`config.mk`:
```
export PLATFORM = sky130hd
export DESIGN_NAME = nibble_serial_adder
export DESIGN_NICKNAME = d
export VERILOG_FILES = /design/src/rtl/nibble_serial_adder.sv
export SDC_FILE = /design/constraint.sdc
export NUM_CORES = 1
export LEC_CHECK = 0
export ABC_AREA = 1
export CAP_MARGIN = 20
export CORE_ASPECT_RATIO = 1.5
export CORE_MARGIN = 2
export CORE_UTILIZATION = 40
export DETAILED_ROUTE_END_ITERATION = 6
export GPL_TIMING_DRIVEN = 0
export HOLD_SLACK_MARGIN = 0.06
export PLACE_DENSITY = 0.72
export SETUP_SLACK_MARGIN = 0.05
export SLEW_MARGIN = 20
export SYNTH_ARGS = -nofsm -noshare
export SYNTH_HDL_FRONTEND = slang
export SYNTH_SLANG_ARGS = --single-unit
```
`constraint.sdc`:
```
create_clock -name clk -period 3.14 [get_ports clk]
set_input_delay 0.628 -clock clk [delete_from_list [all_inputs] [get_ports clk]]
set_output_delay 0.628 -clock clk [all_outputs]
set_load 0.005 [all_outputs]
```
`src/rtl/nibble_serial_adder.sv`:
```
// nibble_serial_adder: {cout,sum} = a + b + cin, one nibble per clock through one 4-bit adder.
// Ports: clk/rst (sync, active-high); start,a,b,cin request; busy,done status; sum,cout registered result.
module nibble_serial_adder #(
  parameter int NIBBLES = 4
) (
  input  logic                 clk,
  input  logic                 rst,
  input  logic                 start,
  input  logic [4*NIBBLES-1:0] a,
  input  logic [4*NIBBLES-1:0] b,
  input  logic                 cin,
  output logic                 busy,
  output logic                 done,
  output logic [4*NIBBLES-1:0] sum,
  output logic                 cout
);
  localparam int W  = 4 * NIBBLES;
  localparam int IW = $clog2(NIBBLES);
  typedef enum logic [1:0] {IDLE, RUN, DONE} state_t;
  state_t         r_state, w_next;
  logic [W-1:0]   r_a, r_b, r_sum;
  logic [IW-1:0]  r_idx;
  logic           r_carry, r_cout;
  logic           w_accept, w_last;
  logic [4:0]     w_nib;
  assign w_accept = start && r_state != RUN;
  assign w_last   = r_idx == IW'(NIBBLES - 1);
  // the single shared nibble adder; the carry only crosses nibbles via r_carry
  assign w_nib = {1'b0, 4'(r_a >> {r_idx, 2'b00})} + {1'b0, 4'(r_b >> {r_idx, 2'b00})} + {4'b0, r_carry};
  always_comb
    w_next = w_accept ? RUN : (r_state == RUN && w_last) ? DONE : (r_state == DONE) ? IDLE : r_state;
  always_ff @(posedge clk) begin
    if (rst) begin
      r_state <= IDLE;
      r_a     <= '0;
      r_b     <= '0;
      r_sum   <= '0;
      r_idx   <= '0;
      r_carry <= 1'b0;
      r_cout  <= 1'b0;
    end else begin
      r_state <= w_next;
      if (w_accept) begin
        r_a     <= a;
        r_b     <= b;
        r_carry <= cin;
        r_idx   <= '0;
        r_sum   <= '0;
        r_cout  <= 1'b0;
      end else if (r_state == RUN) begin
        r_sum[{r_idx, 2'b00} +: 4] <= w_nib[3:0];
        if (w_last) r_cout <= w_nib[4];
        else begin
          r_carry <= w_nib[4];
          r_idx   <= r_idx + 1'b1;
        end
      end
    end
  end
  assign busy = r_state == RUN;
  assign done = r_state == DONE;
  assign sum  = r_sum;
  assign cout = r_cout;
endmodule

```
Word level (Yosys, flattened, before mapping)
Index checks and enable logic that the tools add are counted.
{"block": "word_totals", "memories": 0, "romBits": 0, "ram_bits": 0, "out_inout_bits": 19, "input_bits": 36, "wordCells": 38, "latch_bits": 0, "regBits": 54}
{"block": "op_classes", "addsub": 4, "shift": 4, "n_mux": 7, "n_reduce_logical": 9, "order_cmp": 0, "mul": 0, "n_div": 0, "eq_ne": 5, "n_bitwise": 1}
{"operator": "16-bit by 4-bit >> shifter with 4-bit output", "count": 2}
{"operator": "16-bit bitwise mux", "count": 1}
{"operator": "4-bit by 6-bit variable shift with 16-bit output (first input constant)", "count": 1}
{"operator": "4-bit by 6-bit variable part select with 16-bit output", "count": 1}
{"operator": "4-bit negation with 6-bit output", "count": 1}
{"operator": "2-bit AND reduction", "count": 3}
{"operator": "4-bit by 4-bit adder with 5-bit output", "count": 1}
{"operator": "5-bit by 1-bit adder with 5-bit output", "count": 1}
{"operator": "2-bit equality test (second input constant)", "count": 2}
{"operator": "1-bit 2-to-1 mux", "count": 4}
{"operator": "2-bit 2-to-1 mux", "count": 2}
{"operator": "2-bit nonzero test", "count": 2}
{"operator": "3-bit nonzero test", "count": 1}
{"operator": "2-bit by 1-bit adder with 2-bit output (second input constant)", "count": 1}
{"operator": "2-bit by 1-bit equality test with 1-bit output (second input constant)", "count": 1}
{"operator": "1-bit logical AND", "count": 2}
{"operator": "2-bit by 1-bit inequality test with 1-bit output (second input constant)", "count": 1}
{"operator": "2-bit inequality test (second input constant)", "count": 1}
{"operator": "2-bit OR reduction", "count": 1}
{"operator": "1-bit inverter", "count": 1}

Longest topological paths before layout
{"block": "depth", "word_depth": 6, "mapped_depth": 11, "ltp_nobuf": 10}

Worst setup path before layout
Ideal clock, no wire load.
{"block": "synth_timing", "kind": "reg-to-reg", "startpoint": "reg r_idx[0]", "endpoint": "reg r_sum[14] (netlist: sum[14])", "required_ns": 3.076, "stages_incl_launch_ff": 12, "setup_time_ns": 0.064, "path_slack_ns": 0.769, "path_buffers": 1, "arrival_ns": 2.308, "synth_period_minus_slack_ns": 2.371, "path_cell_list": "dfxtp_1 -> inv_1 -> clkbuf_1 -> nor2_1 -> o22ai_1 -> fa_1 -> fa_1 -> xor2_1 -> nand2_1 -> nor2_1 -> a22oi_1 -> nor2_1"}
{"block": "synth_via", "elab_chain_cells": 5}
{"item": "start: declaration", "line": "22", "source": "logic [IW-1:0] r_idx;"}
{"item": "start signal: assignment", "line": "55", "source": "r_idx <= r_idx + 1'b1;"}
{"item": "16-bit by 4-bit >> shifter with 4-bit output", "line": "29", "source": "assign w_nib = {1'b0, 4'(r_a >> {r_idx, 2'b00})} + {1'b0, 4'(r_b >> {r_idx, 2'b00})} + {4'b0, r_carry};"}
{"item": "4-bit by 4-bit adder with 5-bit output", "line": "29"}
{"item": "5-bit by 1-bit adder with 5-bit output", "line": "29"}
{"item": "4-bit by 6-bit variable part select with 16-bit output", "line": "51", "source": "r_sum[{r_idx, 2'b00} +: 4] <= w_nib[3:0];"}
{"item": "16-bit bitwise mux *", "line": "51"}
{"item": "end signal: indexed assignment", "line": "51"}
{"item": "end: declaration", "line": "21", "source": "logic [W-1:0] r_a, r_b, r_sum;"}
Every way passes the cells marked *; elsewhere a longest branch is shown, timed or not.
A chain may end at the register's enable or synchronous reset.

Worst setup path after layout
{"block": "layout_timing", "startpoint": "reg r_idx[0]", "endpoint": "reg r_sum[6] (netlist: sum[6])"}
The elaborated chain is that of the path after synthesis.

==> flow_summary_export.csv <==
group,metric,value,unit
power,powerDensity,448,mW/mm²
cells_and_area,stdcell_count,449,
cts,worstSkewPairLatency,300,ps
power,pwr-share-comb,21.0,%
placement,io_buffers,54,
cells_and_area,final_core_util,52.8,%
yosys,async_reset_ff_share,0,%
detailed_routing,dr.pass1.iters,4,
timing,setup_viol,0,
yosys,synth_compound_area_share,18.4,%
cells_and_area,drive_above_1_share,9.33,%
worst_setup_path,cp-end-kind,"flip-flop",
die,core,0.00604,mm²
cells_and_area,diodes,0,
timing,hold_viol,0,
grt,grt_usage,18.6,%
yosys,synth_top_area_share,43.7,%
timing,finalSetupTns,0,ps
min_path,hp-class,"flip-flop to flip-flop",
die,die_area,0.00684,mm²
power,p_leak,1.24,nW
yosys,syn_avg_cell_area,7.84,µm²
yosys,synthAdderAreaFrac,6.18,%
yosys,yosysMostFrequentCell,"nor2_1",
yosys,yosys.area_share.xor_xnor,0.354,%
worst_setup_path,critPathLaunchType,"flip-flop",
timing,fin_crit_sh,88.4,%
placement,placedCellCount,443,
cts,cts_resized,0,
yosys,yosysUniqueCellTypes,29,
yosys,synth_top_family_by_area,"simple AND/OR/NAND/NOR gates",
timing,rsz0062_at_grt,"no",
cts,ctsHtreeMaxLevel,2,
grt,grt_pass1_vias,2080,
die,num_rows,35,
detailed_routing,drc,0,
detailed_routing,num_vias,2263,
yosys,synth_flop_cell,"dfxtp_1",
yosys,seq_area_frac_synth,43.7,%
cts,cts_tree,"done",
cts,cts_setup_buffers,0,
yosys,netlist_top_cells_area,"dfxtp_1 (44%), nor2_1 (14%), o21ai_0 (11%), ha_1 (4.6%), nand2_1 (3.9%)",
die,die_w,68.2,µm
cts,clkSinkCount,54,
timing,fin_skew,4.86,ps
power,p_int,1.02,mW
power,power.switching,0.408,mW
die,initial_core_util,40.9,%
detailed_routing,initialDrtViolationCount,112,
job,cap_violations,0,
detailed_routing,wl,5.74,mm
yosys,ys_warn_count,0,
timing,whs,466,ps
cts,clk_pin_slew,90,ps
yosys,synth_common_cells,"nor2_1 (91), dfxtp_1 (54), o21ai_0 (53)",
cts,cts_hold_buf,0,
grt,grt_overflow,0,
placement,place.gp.congestion,0.850,
detailed_routing,routedWlPerCell,12.8,µm
timing,min_period,2780,ps
yosys,synth-seq-cells,54,
detailed_routing,detail-route-antenna-nets,0,
timing,tightest_slew,574,ps
power,seqPwrFrac,52.3,%
yosys,syn_inst,315,
worst_setup_path,criticalPathCategory,"flip-flop to flip-flop",
timing,fmax,360,MHz
worst_setup_path,cp.required,3390,ps
yosys,synth_top_cell_by_area,"dfxtp_1",
grt,grt_max_degree,15,
yosys,synthSimpleGateAreaFrac,26.1,%
timing,maxSlewViolCount,0,
cts,clockBufferDepth,2,
power,max-vdd-ir-drop,0.189,mV
cts,cts-root-buf,"clkbuf_8",
outcome,status,"finished, final reports clean",
worst_setup_path,cp_max_fo,10,
placement,dp.final_hpwl,4.42,mm
yosys,synthesis.nets,362,
cts,numCtsBuffers,5,
yosys,synth_edf_count,0,
grt,grt_pass1_wl,9.58,mm
timing,maxSlewHeadroom,61.8,%
yosys,syn_area,0.00247,mm²
worst_setup_path,r2r_slack,360,ps
yosys,synth.area.mux_share,0,%
grt,antenna_found_initial,0,
die,ioPinCount,55,
detailed_routing,viasPerCell,5.04,
cells_and_area,fin_nets,423,
cells_and_area,area_growth,29.2,%
worst_setup_path,arrival,3030,ps
power,p_sw_share,28.5,%
power,clkPwrFrac,26.7,%
die,die_h,100,µm
==> area by class of cell <==
| type | count | area (µm²) |
|---|---|---|
| Buffer | 14 | 73.8 |
| Clock buffer | 6 | 82.6 |
| Multi-Input combinational cell | 234 | 1260 |
| Inverter | 13 | 57.6 |
| Tap cell | 74 | 92.6 |
| Fill cell | 640 | 2850 |
| Sequential cell | 54 | 1080 |
| Timing Repair Buffer | 54 | 541 |
==> power groups by stage <==
stage | Sequential (mW) | Clock [mW] | Combinational (mW)
finish | 0.749 | 0.382 | 0.300
global route | 0.754 | 0.419 | 0.337
CTS | 0.748 | 0.387 | 0.301
detailed placement | 0.764 | 0 | 0.300
floorplan | 0.757 | 0 | 0.195
global placement | 0.764 | 0 | 0.294
==> flip-flops by register name, summed over array words and instances, names as in the netlist <==
register / flops
r_state: 2
r_carry: 1
r_b: 16
cout: 1
sum: 16
r_a: 16
r_idx: 2
==> cells in the final DEF (no fill, tap or decap), types with 3 or more instances in the layout <==
cell type | synthesis | layout
clkdlybuf4s50_1 | 0 | 54
o21ai_0 | 53 | 53
a22oi_1 | 4 | 4
a21oi_2 | 4 | 4
clkbuf_8 | 0 | 6
dfxtp_1 | 54 | 52
buf_4 | 3 | 3
nor2_1 | 91 | 91
nand3_1 | 6 | 6
nand2_4 | 5 | 5
nand4_1 | 3 | 3
a21oi_1 | 12 | 12
inv_1 | 7 | 7
o22ai_1 | 8 | 8
ha_1 | 9 | 9
clkbuf_1 | 8 | 8
nand2_1 | 26 | 26
==> kinds of logic after synthesis <==
| family | Yosys count |
|---|---|
| adder cells (fa/ha/maj) | 11 |
| AND/OR/NAND/NOR | 139 |
| flip-flops | 54 |
| AO/OA/AOI/OAI | 83 |
| XOR/XNOR | 1 |
| buffers and inverters | 27 |
==> stage by stage <==
step / instance area, µm² / power (mW) / setup WS, ps
finish: 3190 / 1.43 / 363
global route: 3190 / 1.51 / 142
CTS: 3190 / 1.44 / 121
detailed placement: 3100 / 1.06 / 144
global placement: 3100 / 1.06 / 183
floorplan: 2470 / 0.952 / 769
==> layer usage <==
layer	track usage, %	wire length [µm]	vias up
met5	0	0	-
met2	34.1	3150	51
met1	19.9	2230	1037
li1	-	-	1164
met4	7.23	138	0
met3	3.81	221	11
==> final timing paths <==
check,startpoint,to,depth (start not counted)
worst max-delay path,r_idx[0],sum[6],11
worst min-delay path,sum[10],sum[10],2
worst max register to register,r_idx[0],sum[6],11
worst min register to register,sum[10],sum[10],2
==> critical path: stages, from the launching register on <==
cell and delay (ps):
dfxtp_2 410, inv_1 100, clkbuf_1 250, o21ai_0 250, o22ai_1 140, fa_1 440, fa_1 410, xor2_1 280
nand2_1 80, nor2_1 180, a22oi_1 90, nor2_1 90
(Power assumes the default switching activity.)
